File: src/rtl/wrr_arbiter_if.sv
// Request/grant bundle between requesters and the weighted round-robin arbiter.
// Define WRR_LOCK_EN to add the lock signal.
interface wrr_arbiter_if #(
    parameter int N  = 4,
    parameter int WW = 4
);
    localparam int IDW = $clog2(N);

    logic [N-1:0]    req;
    logic [N*WW-1:0] weight;
`ifdef WRR_LOCK_EN
    logic            lock;
`endif
    logic [N-1:0]    grant;
    logic [IDW-1:0]  grant_id;
    logic            grant_valid;

    modport master (
        output req,
        output weight,
`ifdef WRR_LOCK_EN
        output lock,
`endif
        input  grant,
        input  grant_id,
        input  grant_valid
    );

    modport slave (
        input  req,
        input  weight,
`ifdef WRR_LOCK_EN
        input  lock,
`endif
        output grant,
        output grant_id,
        output grant_valid
    );
endinterface

File: src/rtl/wrr_arbiter.sv
// Weighted round-robin arbiter, N requesters, burst of up to weight[i] cycles (WRR_LOCK_EN adds burst lock).
// Latency: req sampled at posedge, one-hot grant registered on the same edge.
// Backpressure: none; a requester drops req to release its grant early.
module wrr_arbiter #(
    parameter int N  = 4,
    parameter int WW = 4
) (
    input  logic          clk,
    input  logic          rst,
    wrr_arbiter_if.slave  bus
);
    localparam int IDW = $clog2(N);

    typedef enum logic {IDLE, OWN} state_t;

    state_t          state_q, state_d;
    logic [N-1:0]    grant_q, grant_d;
    logic [IDW-1:0]  ptr_q, ptr_d;
    logic [WW-1:0]   credit_q, credit_d;

    logic            win_found;
    logic [IDW-1:0]  win_id;
    logic [WW-1:0]   win_w;
    logic [WW-1:0]   win_credit;
    logic            lock_hold;

`ifdef WRR_LOCK_EN
    assign lock_hold = bus.lock;
`else
    assign lock_hold = 1'b0;
`endif

    // Search starts just past ptr; in OWN ptr is the owner, so it is visited last.
    always_comb begin
        int idx;
        win_found = 1'b0;
        win_id    = '0;
        idx       = 0;
        for (int k = 1; k <= N; k++) begin
            idx = int'(ptr_q) + k;
            if (idx >= N) idx = idx - N;
            if (!win_found && bus.req[idx]) begin
                win_found = 1'b1;
                win_id    = IDW'(idx);
            end
        end
    end

    assign win_w      = bus.weight[win_id*WW +: WW];
    assign win_credit = (win_w == '0) ? '0 : win_w - WW'(1);

    always_ff @(posedge clk or posedge rst) begin
        if (rst) begin
            state_q  <= IDLE;
            grant_q  <= '0;
            ptr_q    <= IDW'(N - 1);
            credit_q <= '0;
        end else begin
            state_q  <= state_d;
            grant_q  <= grant_d;
            ptr_q    <= ptr_d;
            credit_q <= credit_d;
        end
    end

    always_comb begin
        state_d  = state_q;
        grant_d  = grant_q;
        ptr_d    = ptr_q;
        credit_d = credit_q;
        case (state_q)
            IDLE: begin
                if (win_found) begin
                    state_d          = OWN;
                    grant_d          = '0;
                    grant_d[win_id]  = 1'b1;
                    ptr_d            = win_id;
                    credit_d         = win_credit;
                end
            end
            OWN: begin
                if (bus.req[ptr_q] && lock_hold) begin
                    credit_d = credit_q;
                end else if (bus.req[ptr_q] && (credit_q != '0)) begin
                    credit_d = credit_q - WW'(1);
                end else if (win_found) begin
                    grant_d          = '0;
                    grant_d[win_id]  = 1'b1;
                    ptr_d            = win_id;
                    credit_d         = win_credit;
                end else begin
                    state_d  = IDLE;
                    grant_d  = '0;
                    credit_d = '0;
                end
            end
            default: begin
                state_d = IDLE;
                grant_d = '0;
            end
        endcase
    end

    assign bus.grant       = grant_q;
    assign bus.grant_valid = |grant_q;

    always_comb begin
        bus.grant_id = '0;
        for (int i = 0; i < N; i++) begin
            if (grant_q[i]) bus.grant_id = IDW'(i);
        end
    end
endmodule

File: src/flat_wrapper.sv
// flat-port wrapper written by rule: the top's interface ports become plain ports
module wrr_arbiter_flat 
#(
    parameter int N  = 4,
    parameter int WW = 4
)
  (clk, rst, bus_req, bus_weight, bus_grant, bus_grant_id, bus_grant_valid);
  wrr_arbiter_if #(.N(N), .WW(WW)) bus_i ();
  input  logic clk;
  input  logic rst;
  input wire logic [$bits(bus_i.req)-1:0] bus_req;
  input wire logic [$bits(bus_i.weight)-1:0] bus_weight;
  output wire logic [$bits(bus_i.grant)-1:0] bus_grant;
  output wire logic [$bits(bus_i.grant_id)-1:0] bus_grant_id;
  output wire logic [$bits(bus_i.grant_valid)-1:0] bus_grant_valid;
  assign bus_i.req = bus_req;
  assign bus_i.weight = bus_weight;
  assign bus_grant = bus_i.grant;
  assign bus_grant_id = bus_i.grant_id;
  assign bus_grant_valid = bus_i.grant_valid;
  wrr_arbiter #(.N(N), .WW(WW)) u_core (.clk(clk), .rst(rst), .bus(bus_i));
endmodule
File: config.mk
export PLATFORM = sky130hd
export DESIGN_NAME = wrr_arbiter_flat
export DESIGN_NICKNAME = d
export VERILOG_FILES = /design/src/rtl/wrr_arbiter_if.sv /design/src/rtl/wrr_arbiter.sv /design/src/flat_wrapper.sv
export SDC_FILE = /design/constraint.sdc
export NUM_CORES = 1
export LEC_CHECK = 0
export ABC_CLOCK_PERIOD_IN_PS = 2700
export CORE_ASPECT_RATIO = 1.5
export CORE_MARGIN = 2
export CORE_UTILIZATION = 45
export DETAILED_ROUTE_END_ITERATION = 8
export GPL_ROUTABILITY_DRIVEN = 0
export PLACE_DENSITY = 0.79
export RECOVER_POWER = 100
export SLEW_MARGIN = 10
export SYNTH_ARGS = -nofsm -noshare
export SYNTH_HDL_FRONTEND = slang
export SYNTH_SLANG_ARGS = --single-unit
File: constraint.sdc
create_clock -name clk -period 2.7 [get_ports clk]
set_input_delay 0.405 -clock clk [delete_from_list [all_inputs] [get_ports clk]]
set_output_delay 0.405 -clock clk [all_outputs]
set_load 0.01 [all_outputs]
# Word-level counts from Yosys, hierarchy flattened
# Cells that the tools add are included.
[op_classes]
addsub = 10
n_lt_le_gt_ge = 11
eq_ne = 2
shifts = 1
muxes = 46
n_bitwise = 1
reduce_logical = 12
[op_table]
columns = ["op", "n"]
rows = [
  ["$ge A32 B4 Y1 const B", 4],
  ["$lt A32 B4 Y1 const B", 4],
  ["$mux W32", 4],
  ["$sub A32 B4 Y32 const B", 4],
  ["$mux W4", 7],
  ["$mux W1", 17],
  ["$mux W2", 8],
  ["$pmux W4 S2", 2],
  ["$shiftx A16 B5 Y4", 1],
  ["$bmux W1 S2", 5],
  ["$sub A4 B1 Y4 const B", 2],
  ["$add A2 B2 Y3 const B", 2],
  ["$lt A2 B3 Y1 const B", 2],
  ["$logic_and A1 B1 Y1", 5],
  ["$add A2 B3 Y4 const B", 1],
  ["$logic_not A4 Y1", 1],
  ["$pmux W2 S2", 1],
  ["$reduce_bool A4 Y1", 1],
  ["$reduce_or A4 Y1", 1],
  ["$add A2 B1 Y3 const B", 1],
  ["$logic_not A1 Y1", 3],
  ["$demux W1 S2", 1],
  ["$ge A2 B1 Y1 const B", 1],
  ["$ne A2 B1 Y1 const B", 1],
  ["other kinds (4)", 4],
]
[totals]
register_bits = 11
output_inout_bits = 7
wordCells = 87

# Longest topological paths before layout
# Gate-level depths: netlist (run 1).
[depth]
ltp_word = 23
mapped_depth = 9

# Worst setup path before layout (run 1)
# Ideal clock, no wire load.
[synth_timing]
kind = "register -> register"
from = "register u_core.ptr_q[1]"
to = "register u_core.credit_q[1]"
arrival_ps = 2141
required_ps = 2606
path_slack_ps = 465
path_stages_with_launch = 8
path_buffers = 1
cell_sequence = "dfstp_2 buf_2 and2b_2 o311a_1 a2111oi_4 o22ai_2 o21bai_1 a221oi_2"
[synth_via]
elab_chain_len = 22
elab_cells_between_ends = 54
cone_classes = "add/sub (9); order compare (4); eq/ne (1); shift (1); mux (31); reduce/logical (8)"
[synth_rtl]
columns = ["item", "line_no", "rtl"]
rows = [
  ["start, declared", "wrr_arbiter.sv:18", "logic [IDW-1:0] ptr_q, ptr_d;"],
  ["start signal, assigned", "wrr_arbiter.sv:56", "ptr_q <= IDW'(N - 1);"],
  ["start signal, assigned", "wrr_arbiter.sv:61", "ptr_q <= ptr_d;"],
  ["$add A2 B1 Y3", "wrr_arbiter.sv:40", "idx = int'(ptr_q) + k;"],
  ["$sub A32 B4 Y32 or $ge A32 B4 Y1 (tied branches)", "wrr_arbiter.sv:41", "if (idx >= N) idx = idx - N;"],
  ["$mux W32", "wrr_arbiter.sv:41", ""],
  ["$bmux W1 S2", "wrr_arbiter.sv:42", "if (!win_found && bus.req[idx]) begin"],
  ["$mux W1 (not written as such) (2 in series)", "wrr_arbiter.sv:42", ""],
  ["$mux W1", "wrr_arbiter.sv:42", ""],
  ["$logic_not A1 Y1", "wrr_arbiter.sv:42", ""],
  ["$logic_and A1 B1 Y1", "wrr_arbiter.sv:42", ""],
  ["[... 5 more ...]", "-", ""],
  ["$logic_and A1 B1 Y1", "wrr_arbiter.sv:42", ""],
  ["$mux W2", "wrr_arbiter.sv:42", ""],
  ["$shiftx A16 B5 Y4", "wrr_arbiter.sv:49", "assign win_w = bus.weight[win_id*WW +: WW];"],
  ["$sub A4 B1 Y4 or $logic_not A4 Y1 (tied branches)", "wrr_arbiter.sv:50", "assign win_credit = (win_w == '0) ? '0 : win_w - WW'(1);"],
  ["$mux W4", "wrr_arbiter.sv:50", ""],
  ["$mux W4", "wrr_arbiter.sv:86", "end else if (win_found) begin"],
  ["$mux W4", "wrr_arbiter.sv:84", "end else if (bus.req[ptr_q] && (credit_q != '0)) begin"],
  ["$pmux W4 S2", "wrr_arbiter.sv:71", "case (state_q)"],
  ["end signal, assigned", "wrr_arbiter.sv:62", "credit_q <= credit_d;"],
  ["end, declared", "wrr_arbiter.sv:19", "logic [WW-1:0] credit_q, credit_d;"],
]
# Several ways; a longest one is shown, not always the timed one. The select of a mux whose other input is x is not followed.
# A chain may end at the register's enable or synchronous reset.

# Final worst setup path (run 1)
[layout_timing]
from = "input bus_req[3]"
to = "register u_core.credit_q[1]"
[layout_via]
elab_chain_len = 19
elab_cells_between_ends = 38
cone_classes = "add/sub (1); eq/ne (1); shift (1); mux (27); reduce/logical (8)"
[layout_rtl]
columns = ["item", "line_no", "rtl"]
rows = [
  ["start, declared", "flat_wrapper.sv:11", "input wire logic [$bits(bus_i.req)-1:0] bus_req;"],
  ["$bmux W1 S2", "wrr_arbiter.sv:42", ""],
  ["$mux W1 (not written as such) (2 in series)", "wrr_arbiter.sv:42", ""],
  ["$mux W1", "wrr_arbiter.sv:42", ""],
  ["$logic_not A1 Y1", "wrr_arbiter.sv:42", ""],
  ["$logic_and A1 B1 Y1", "wrr_arbiter.sv:42", ""],
  ["$mux W1", "wrr_arbiter.sv:42", ""],
  ["$logic_not A1 Y1", "wrr_arbiter.sv:42", ""],
  ["$logic_and A1 B1 Y1", "wrr_arbiter.sv:42", ""],
  ["[... 2 more ...]", "-", ""],
  ["$logic_and A1 B1 Y1", "wrr_arbiter.sv:42", ""],
  ["$mux W2", "wrr_arbiter.sv:42", ""],
  ["$shiftx A16 B5 Y4", "wrr_arbiter.sv:49", ""],
  ["$sub A4 B1 Y4 or $logic_not A4 Y1 (tied branches)", "wrr_arbiter.sv:50", ""],
  ["$mux W4", "wrr_arbiter.sv:50", ""],
  ["$mux W4", "wrr_arbiter.sv:86", ""],
  ["$mux W4", "wrr_arbiter.sv:84", ""],
  ["$pmux W4 S2", "wrr_arbiter.sv:71", ""],
]
# Several ways; a longest one is shown, not always the timed one. The select of a mux whose other input is x is not followed.

==> out/metrics.yaml, run 1 <==
outcome:
  status: "finished, final reports clean"
clocking:
  cts.path.max_buffers: 2
  cts_resized: 0
  htreeDepth: 1
  clkLatencyLatePin_ns: 0.27
  cts.clk_slew.worst_paths_ns: 0.07
  cts_sinks: 11
  cts_setup_buffers: 0
  clockRootBuffer: "clkbuf_4"
  cts_hold_buf: 0
  numCtsBuffers: 3
  cts_tree: "done"
critical_path:
  cp.arrival_ns: 2.68
  worst-path-buf-inv: 1
  crit_fanout: 6
  path_cells: "dlygate4sd3_1 > and3b_1 > o311a_1 > a2111oi_4 > o22ai_2 > o21bai_1 > a221oi_2"
  crit_path_max_incr_delay_ns: 0.60
  crit_slowest_cell: "dlygate4sd3_1"
  crit_path_end: "u_core.credit_q[1]"
  crit_path_start: "bus_req[3]"
  cp-start-kind: "input pin"
  r2r_end: "u_core.credit_q[1]"
  cp.depth: 7
  rr_worst_depth: 6
  regToRegSetupSlack_ns: 0.35
  r2r-start: "u_core.ptr_q[1]"
  criticalPathCategory: "input pin to register"
  worstPathRequired_ns: 2.88
  crit_family: "compound AO/OA/AOI/OAI gates"
  crit_path_end_kind: "register"
detailed_routing:
  drcViolationCount: 0
  drt-initial-drc-count: 20
  wl_um: 2360
  vias_per_cell: 6.03
  vias: 934
  wl_per_cell_um: 15.2
  antenna_left: 0
  dr.pass1.iters: 4
yosys:
  synth_adder_area_share_pct: 1.30
  synth_top_family_by_area: "compound AO/OA/AOI/OAI gates"
  synthCells: 103
  syn-num-nets: 126
  muxShareOfSynthArea_pct: 9.59
  syn_area_per_cell_um2: 9.38
  synth_compound_area_share_pct: 37.0
  ys_types: 44
  synth_warnings: 0
  synth_xor_area_share_pct: 0
  synth-simple-area-share_pct: 17.1
  synth-edff-count: 0
  syn_area_um2: 966
  ys_ff_latch: 11
  yosysSeqAreaShare_pct: 28.8
  synthArstFlopShare_pct: 100
  ys.flop_type: "dfrtp_1"
cells_and_area:
  fin_cells: 155
  fin_area_um2: 1290
  diodes: 0
  fin_nets: 157
  area_growth_syn_to_layout_pct: 33.9
  final_util_pct: 63.8
  drive_gt1_share_pct: 15.0
place:
  placed_area_um2: 1270
  dp_cells: 151
  place_hpwl_um: 1950
  port_buffers: 28
sta:
  finalSetupTns_ns: 0
  slew_headroom_pct: 70.0
  finalMaxSlewViolations: 0
  fmax_mhz: 400
  finalCritPeriodShare_pct: 92.6
  worst_pin_slew_ns: 0.449
  holdWs_ns: 0.539
  setup_viol: 0
  skew_ns: 0.000433
  rsz0062_at_grt: "no"
  final_hold_viol_count: 0
  min_period_ns: 2.50
power_and_ir_drop:
  power_leakage_nw: 0.549
  irDropWorstVdd_mv: 0.508
  power_density_nw_per_um2: 1010
global_route:
  gr-total-overflow: 0
  grt_pass1_vias: 895
  antenna_found_initial: 0
  grt_max_degree: 12
  grt_pass1_wl_um: 4040
  track_usage_pct: 20.9
floorplan:
  std_cell_rows: 20
  ios: 29
  die_area_um2: 2540
  initial_utilization_pct: 47.7
  die_w_um: 41.8
  die_h_um: 60.7
  core_area_um2: 2030
flow_run:
  timing.max_cap.violations: 0
min_path:
  hold_class: "register to register"
-- how the worst min path moves through the flow --
| stage | endpoint | from | depth (start not counted) |
|---|---|---|---|
| floorplan | u_core.bus.grant[0] | rst | 1 |
| global placement | u_core.ptr_q[0] | u_core.ptr_q[0] | 2 |
| detailed placement | u_core.bus.grant[1] | u_core.bus.grant[1] | 2 |
| CTS | u_core.bus.grant[1] | rst | 2 |
| global route | u_core.ptr_q[0] | u_core.ptr_q[0] | 2 |
| finish | u_core.bus.grant[1] | u_core.bus.grant[1] | 2 |
-- synth_stat cells, drive strengths merged (2+ instances only) --
library cell | number | area (um^2)
nor2 | 7 | 26.3
a21oi | 3 | 18.8
inv | 7 | 26.3
nand2 | 6 | 22.5
nand3 | 2 | 10.0
o21ai | 4 | 20.0
a22o | 3 | 26.3
o31ai | 4 | 43.8
o211ai | 2 | 15.0
a221oi | 3 | 32.5
nand3b | 2 | 15.0
nand2b | 2 | 12.5
a2111oi | 2 | 55.1
mux2i | 7 | 70.1
dfrtp | 9 | 225
buf | 4 | 26.3
or3 | 2 | 12.5
o311a | 4 | 40.0
dfstp | 2 | 52.6
nor3 | 3 | 15.0
or2 | 2 | 12.5
o22ai | 5 | 37.5
o21a | 2 | 15.0
clkbuf | 2 | 7.51
-- power breakdown --
| group | internal [mW] | switching [mW] | leakage, nW |
|---|---|---|---|
| logic | 0.429 | 0.434 | 0.400 |
| registers | 0.250 | 0.0840 | 0.131 |
| clock network | 0.0548 | 0.0575 | 0.0177 |
-- placed cells by master (no fill, tap or decap), types with 2 or more instances in the layout --
master / n
clkdlybuf4s50_1: 19
dlygate4sd3_1: 9
dfrtp_1: 9
mux2i_1: 7
inv_1: 7
nor2_1: 7
nand2_1: 6
o311a_1: 4
o22ai_1: 4
o21ai_0: 3
o31ai_1: 3
a22o_1: 3
nor3_1: 3
clkbuf_4: 3
buf_4: 3
or2_2: 2
o21a_1: 2
nand3b_1: 2
a221oi_1: 2
a2111oi_4: 2
or3_1: 2
nand3_1: 2
a21oi_1: 2
nand2b_1: 2
o211ai_1: 2
dfstp_2: 2
-- flip-flops by register name (all words and copies together), names as in the netlist --
name,cells
u_core.bus.grant,4
u_core.credit_q,4
u_core.ptr_q,2
u_core.state_q,1
-- final cells by class --
| class | instances | area (um^2) |
|---|---|---|
| inverter | 7 | 26.3 |
| sequential | 11 | 278 |
| clock inverter | 1 | 5.00 |
| clock buffer | 3 | 22.5 |
| multi-input combinational | 79 | 628 |
| fill | 179 | 733 |
| tap | 22 | 27.5 |
| timing repair buffer | 32 | 307 |
-- kinds of logic after synthesis --
logic type / after synthesis
AOI/OAI and AO/OA: 39
and+or+nand+nor: 31
buffers and inverters: 13
DFF: 11
muxes: 8
adders and majority gates: 1
-- worst min-delay path, stage by stage (launching register included) --
cell and delay (ns):
dfrtp_1 0.39, nand2_1 0.06, o31ai_1 0.06
-- metrics by stage --
step	power (mW)	setup WS (ns)
final	1.31	0.199
after global placement	1.20	0.106
after detailed placement	1.23	0.0501
after floorplan	0.939	0.465
after global routing	1.42	0.0893
after CTS	1.34	0.323
-- routing by layer --
| metal | routed length [um] | global-route usage, % | vias up |
|---|---|---|---|
| met3 | 64 | 1.49 | 6 |
| met4 | 55 | 11.5 | 0 |
| li1 | - | - | 458 |
| met5 | 0 | 0 | - |
| met1 | 914 | 23.1 | 448 |
| met2 | 1330 | 39.7 | 22 |
Power figures use the tool's default switching activity.
==> inputs of run 2 (changes only) <==
Settings changed: REMOVE_ABC_BUFFERS from default to 1.
==> out/metrics.yaml, run 2 (synthesized netlist as in run 1, its figures left out) <==
critical_path:
  cp-start-kind: "input pin"  # unchanged
  criticalPathCategory: "input pin to register"  # unchanged
  crit_path_end_kind: "register"  # unchanged
  cp.depth: 7  # unchanged
  crit_path_max_incr_delay_ns: 0.54  # was 0.60 ns
  crit_path_start: "bus_req[3]"  # unchanged
  rr_worst_depth: 6  # unchanged
  worstPathRequired_ns: 2.87  # was 2.88 ns
  critPathMostFrequentCell: "mux2i_1"
  regToRegSetupSlack_ns: 0.38  # was 0.35 ns
  r2r-start: "u_core.ptr_q[1]"  # unchanged
  crit_slowest_cell: "clkdlybuf4s50_1"  # was dlygate4sd3_1
  crit_family: "compound AO/OA/AOI/OAI gates"  # unchanged
  worst-path-buf-inv: 1  # unchanged
  crit_fanout: 7  # was 6
  cp.arrival_ns: 2.61  # was 2.68 ns
  path_cells: "clkdlybuf4s50_1 > or2_0 > o31a_1 > mux2i_1 > mux2i_1 > o21bai_1 > a221oi_1"  # was dlygate4sd3_1 > and3b_1 > o311a_1 > a2111oi_4 > o22ai_2 > o21bai_1 > a221oi_2
floorplan:
  die_h_um: 60.7  # unchanged
  die_w_um: 41.8  # unchanged
  ios: 29  # unchanged
  initial_utilization_pct: 47.7  # unchanged
  core_area_um2: 2030  # unchanged
  std_cell_rows: 20  # unchanged
  die_area_um2: 2540  # unchanged
clocking:
  cts_hold_buf: 0  # unchanged
  cts_setup_buffers: 0  # unchanged
  clkLatencyLatePin_ns: 0.27  # about the same
  htreeDepth: 1  # unchanged
  cts_tree: "done"  # unchanged
  cts.clk_slew.worst_paths_ns: 0.07  # about the same
  cts_resized: 0  # unchanged
  cts.path.max_buffers: 2  # unchanged
  clockRootBuffer: "clkbuf_4"  # unchanged
  numCtsBuffers: 3  # unchanged
  cts_sinks: 11  # unchanged
sta:
  finalCritPeriodShare_pct: 90.4  # was 92.6%
  worst_pin_slew_ns: 0.438  # was 0.449 ns
  final_hold_viol_count: 0  # unchanged
  finalSetupTns_ns: 0  # unchanged
  setup_viol: 0  # unchanged
  slew_headroom_pct: 70.5  # was 70.0%
  skew_ns: 0.00556  # was 0.000433 ns
  min_period_ns: 2.44  # was 2.50 ns
  fmax_mhz: 410  # was 400 MHz
  rsz0062_at_grt: "no"  # unchanged
  finalMaxSlewViolations: 0  # unchanged
detailed_routing:
  antenna_left: 0  # unchanged
  vias_per_cell: 6.05  # was 6.03
  dr.pass1.iters: 4  # unchanged
  drt-initial-drc-count: 33  # was 20
  vias: 944  # was 934
  wl_um: 2130  # was 2360 um
  wl_per_cell_um: 13.6  # was 15.2 um
  drcViolationCount: 0  # unchanged
power_and_ir_drop:
  total_power_mw: 1.29  # was 1.31 mW
  power_density_nw_per_um2: 997  # was 1010 nW/um^2
  irDropWorstVdd_mv: 0.471  # was 0.508 mV
  power_leakage_nw: 0.553  # was 0.549 nW
global_route:
  grt_pass1_wl_um: 3700  # was 4040 um
  grt_pass1_vias: 864  # was 895
  grt_max_degree: 12  # unchanged
  antenna_found_initial: 0  # unchanged
  gr-total-overflow: 0  # unchanged
  track_usage_pct: 18.8  # was 20.9%
cells_and_area:
  drive_gt1_share_pct: 14.2  # was 15.0%
  final_common_cell: "clkdlybuf4s50_1"  # unchanged
  fin_nets: 158  # was 157
  final_cell_mix: "clkdlybuf4s50_1 (20), dfrtp_1 (9), dlygate4sd3_1 (8)"  # was clkdlybuf4s50_1 (19), dlygate4sd3_1 (9), dfrtp_1 (9)
  area_growth_syn_to_layout_pct: 34.1  # was 33.9%
  diodes: 0  # unchanged
  final.fill_count: 185  # was 179
min_path:
  hold_class: "register to register"  # unchanged
  whs_path_depth: 2  # unchanged
  hp-start: "u_core.bus.grant[1]"  # unchanged
place:
  place_hpwl_um: 1800  # was 1950 um
  port_buffers: 28  # unchanged
outcome:
  status: "finished, final reports clean"  # unchanged
flow_run:
  timing.max_cap.violations: 0  # unchanged
[run 2: power breakdown]
part	switching [mW]	internal, mW	total [mW]
clock	0.0549	0.0548	0.110
combinational	0.423	0.431	0.854
sequential	0.0781	0.250	0.328
total	0.556	0.736	1.29
[run 2: metal layers]
layer  global-route usage (%)  up-vias  part of all wire, %
li1                         -      465                    -
met1                     20.6      449                   42
met2                     36.4       24                   53
met3                    0.298        6                  2.5
met4                     11.1        0                  2.5
met5                        0        -                    0
[run 2: path summary, 6_finish.rpt]
kind | to
min in group asynchronous | u_core.bus.grant[1]
worst min register to register | u_core.bus.grant[1]
worst max-delay path | u_core.credit_q[1]
max in group asynchronous | u_core.ptr_q[0]
worst min-delay path | u_core.bus.grant[1]
worst max register to register | u_core.credit_q[1]
[run 2: final cells by class]
type,count,area (um^2),share of cell area [%]
multi-input cells,79,622,48.0
repair buffers,33,314,24.3
flip-flops and latches,11,278,21.4
well taps,22,27.5,2.13
inverters,7,26.3,2.03
clock buffers,3,22.5,1.74
clock inverters,1,5.00,0.386
[run 2: metrics by stage]
stage / util (%) / instance area (um^2) / hold slack, ns / cells / setup slack (ns)
3_3_place_gp: 63.0 / 1280 / 0.520 / 152 / 0.118
4_1_cts: 64.4 / 1310 / 0.433 / 156 / 0.335
2_1_floorplan: - / 932 / 0.256 / 97 / 0.542
3_5_place_dp: 63.0 / 1280 / 0.529 / 152 / 0.0636
6_report: 63.9 / 1290 / 0.533 / 156 / 0.260
5_1_grt: 63.9 / 1290 / 0.561 / 156 / 0.0744
[run 2: worst min-delay path: cells and delay by family (launching register included)]
| kind | cells | cell delay (ns) |
|---|---|---|
| simple gates | 1 | 0.06 |
| compound gates | 1 | 0.06 |
| flops | 1 | 0.38 |
==> inputs of run 3 (changes only) <==
Settings changed: CAP_MARGIN from default to 25, CORE_UTILIZATION 45 to 46, PLACE_DENSITY 0.79 to 0.8.
==> out/metrics.yaml, run 3 (synthesized netlist as in run 1, its figures left out) <==
outcome:
  status: "finished, final reports clean"  # unchanged
clocking:
  cts_hold_buf: 0  # unchanged
  cts_resized: 0  # unchanged
  cts_sinks: 11  # unchanged
  numCtsBuffers: 3  # unchanged
  clockRootBuffer: "clkbuf_4"  # unchanged
  htreeDepth: 1  # unchanged
  clkLatencyLatePin_ns: 0.27  # about the same
  cts.path.max_buffers: 2  # unchanged
  cts_tree: "done"  # unchanged
  cts_setup_buffers: 0  # unchanged
  cts.clk_slew.worst_paths_ns: 0.08  # was 0.07 ns
power_and_ir_drop:
  total_power_mw: 1.33  # was 1.29 mW
  intPower_mw: 0.744  # was 0.736 mW
  netSwitchingPower_mw: 0.583  # was 0.556 mW
  pwr-share-seq_pct: 24.9  # was 25.4%
  power_density_nw_per_um2: 1020  # was 997 nW/um^2
  power_leakage_nw: 0.558  # was 0.553 nW
  switching_share_pct: 43.9  # was 43.0%
  combPwrFrac_pct: 66.4  # was 66.1%
  irDropWorstVdd_mv: 0.524  # was 0.471 mV
  clock_power_share_pct: 8.6  # was 8.5%
critical_path:
  crit_path_end_kind: "register"  # unchanged
  critPathMostFrequentCell: "mux2i_1"  # unchanged
  worstPathRequired_ns: 2.88  # was 2.87 ns
  r2r-start: "u_core.ptr_q[1]"  # unchanged
  cp-start-kind: "input pin"  # unchanged
  crit_path_max_incr_delay_ns: 0.63  # was 0.54 ns
  cp.arrival_ns: 2.65  # was 2.61 ns
  path_cells: "dlygate4sd3_1 > a21oi_2 > o31a_1 > mux2i_1 > mux2i_1 > o21bai_1 > a221oi_2"  # was clkdlybuf4s50_1 > or2_0 > o31a_1 > mux2i_1 > mux2i_1 > o21bai_1 > a221oi_1
  criticalPathCategory: "input pin to register"  # unchanged
  crit_slowest_cell: "dlygate4sd3_1"  # was clkdlybuf4s50_1
  crit_fanout: 7  # unchanged
  r2r_end: "u_core.credit_q[1]"  # unchanged
  regToRegSetupSlack_ns: 0.35  # was 0.38 ns
  rr_worst_depth: 6  # unchanged
cells_and_area:
  fin_nets: 158  # unchanged
  final.fill_count: 172  # was 185
  final_cell_mix: "clkdlybuf4s50_1 (19), dlygate4sd3_1 (9), dfrtp_1 (9)"  # was clkdlybuf4s50_1 (20), dfrtp_1 (9), dlygate4sd3_1 (8)
  area_growth_syn_to_layout_pct: 35.1  # was 34.1%
  final_common_cell: "clkdlybuf4s50_1"  # unchanged
  final_util_pct: 65.2  # was 63.9%
  diodes: 0  # unchanged
  drive_gt1_share_pct: 16.4  # was 14.2%
global_route:
  track_usage_pct: 20.3  # was 18.8%
  antenna_found_initial: 0  # unchanged
  grt_max_degree: 12  # unchanged
  gr-total-overflow: 0  # unchanged
  grt_pass1_wl_um: 3900  # was 3700 um
  grt_pass1_vias: 919  # was 864
sta:
  final_hold_viol_count: 0  # unchanged
  holdWs_ns: 0.547  # was 0.533 ns
  worst_pin_slew_ns: 0.466  # was 0.438 ns
  slew_headroom_pct: 68.9  # was 70.5%
  finalSetupTns_ns: 0  # unchanged
  rsz0062_at_grt: "no"  # unchanged
  finalMaxSlewViolations: 0  # unchanged
  finalCritPeriodShare_pct: 91.7  # was 90.4%
  setup_viol: 0  # unchanged
  min_period_ns: 2.48  # was 2.44 ns
  skew_ns: 0.00673  # was 0.00556 ns
  fmax_mhz: 404  # was 410 MHz
detailed_routing:
  routed-wl-met2_um: 1290  # was 1140 um
  dr.pass1.iters: 4  # unchanged
  vias_per_cell: 6.08  # was 6.05
  vias: 948  # was 944
  drcViolationCount: 0  # unchanged
  wl_um: 2390  # was 2130 um
  antenna_left: 0  # unchanged
  top_layer_used: "met4"  # unchanged
  wl_met3_um: 39  # was 53 um
  wirelength_met1_um: 958  # was 886 um
  wl_per_cell_um: 15.3  # was 13.6 um
  drt-initial-drc-count: 22  # was 33
floorplan:
  ios: 29  # unchanged
  core_area_um2: 2000  # was 2030 um^2
  die_w_um: 41.4  # was 41.8 um
  die_h_um: 60.1  # was 60.7 um
  std_cell_rows: 20  # unchanged
  initial_utilization_pct: 48.2  # was 47.7%
  die_area_um2: 2490  # was 2540 um^2
min_path:
  hold-path-endpoint: "u_core.ptr_q[0]"  # was u_core.bus.grant[1]
  hold_class: "register to register"  # unchanged
  whs_path_depth: 2  # unchanged
  hp-start: "u_core.ptr_q[0]"  # was u_core.bus.grant[1]
place:
  port_buffers: 28  # unchanged
  place_hpwl_um: 1950  # was 1800 um
flow_run:
  timing.max_cap.violations: 0  # unchanged
==> run 3: final cells by class <==
cell class	count	area (um^2)	share of cell area, %
clock buffers	3	22.5	1.73
well taps	22	27.5	2.11
multi-input cells	79	628	48.1
flip-flops and latches	11	278	21.3
clock inverters	1	5.00	0.384
inverters	7	26.3	2.01
repair buffers	33	318	24.4
==> run 3: power by group through the flow <==
stage               Sequential, mW  Combinational, mW  Clock [mW]
floorplan                    0.321              0.600           0
global placement             0.330              0.871           0
detailed placement           0.333              0.896           0
CTS                          0.331              0.900       0.115
global route                 0.343              0.965       0.124
finish                       0.331              0.882       0.115
==> run 3: per-layer routing <==
metal | vias to the layer above | global-route usage [%]
met5 | - | 0
met3 | 11 | 0.604
met1 | 453 | 21.6
met2 | 23 | 37.7
met4 | 0 | 15.2
li1 | 461 | -
==> run 3: per-stage QoR <==
step                worst slack, ns  cells  cell area (um^2)
detailed placement           0.0452    152              1280
CTS                           0.308    156              1310
global placement              0.111    152              1280
global route                 0.0947    156              1310
finish                        0.223    156              1310
floorplan                     0.542     97               932
==> run 3: how the worst max path moves through the flow <==
stage,startpoint,to,depth (start not counted)
detailed placement,bus_req[3],u_core.credit_q[1],7
CTS,bus_req[3],u_core.credit_q[1],7
global route,bus_req[0],u_core.credit_q[1],7
global placement,bus_req[0],u_core.credit_q[1],7
floorplan,u_core.ptr_q[1],u_core.credit_q[1],6
finish,bus_req[0],u_core.credit_q[1],7
==> run 3: worst max-delay path: cells and delay by family <==
kind / cells / cell delay, ns
AOI/OAI and AO/OA: 4 / 1.17
buffers and inverters: 1 / 0.63
muxes: 2 / 0.45
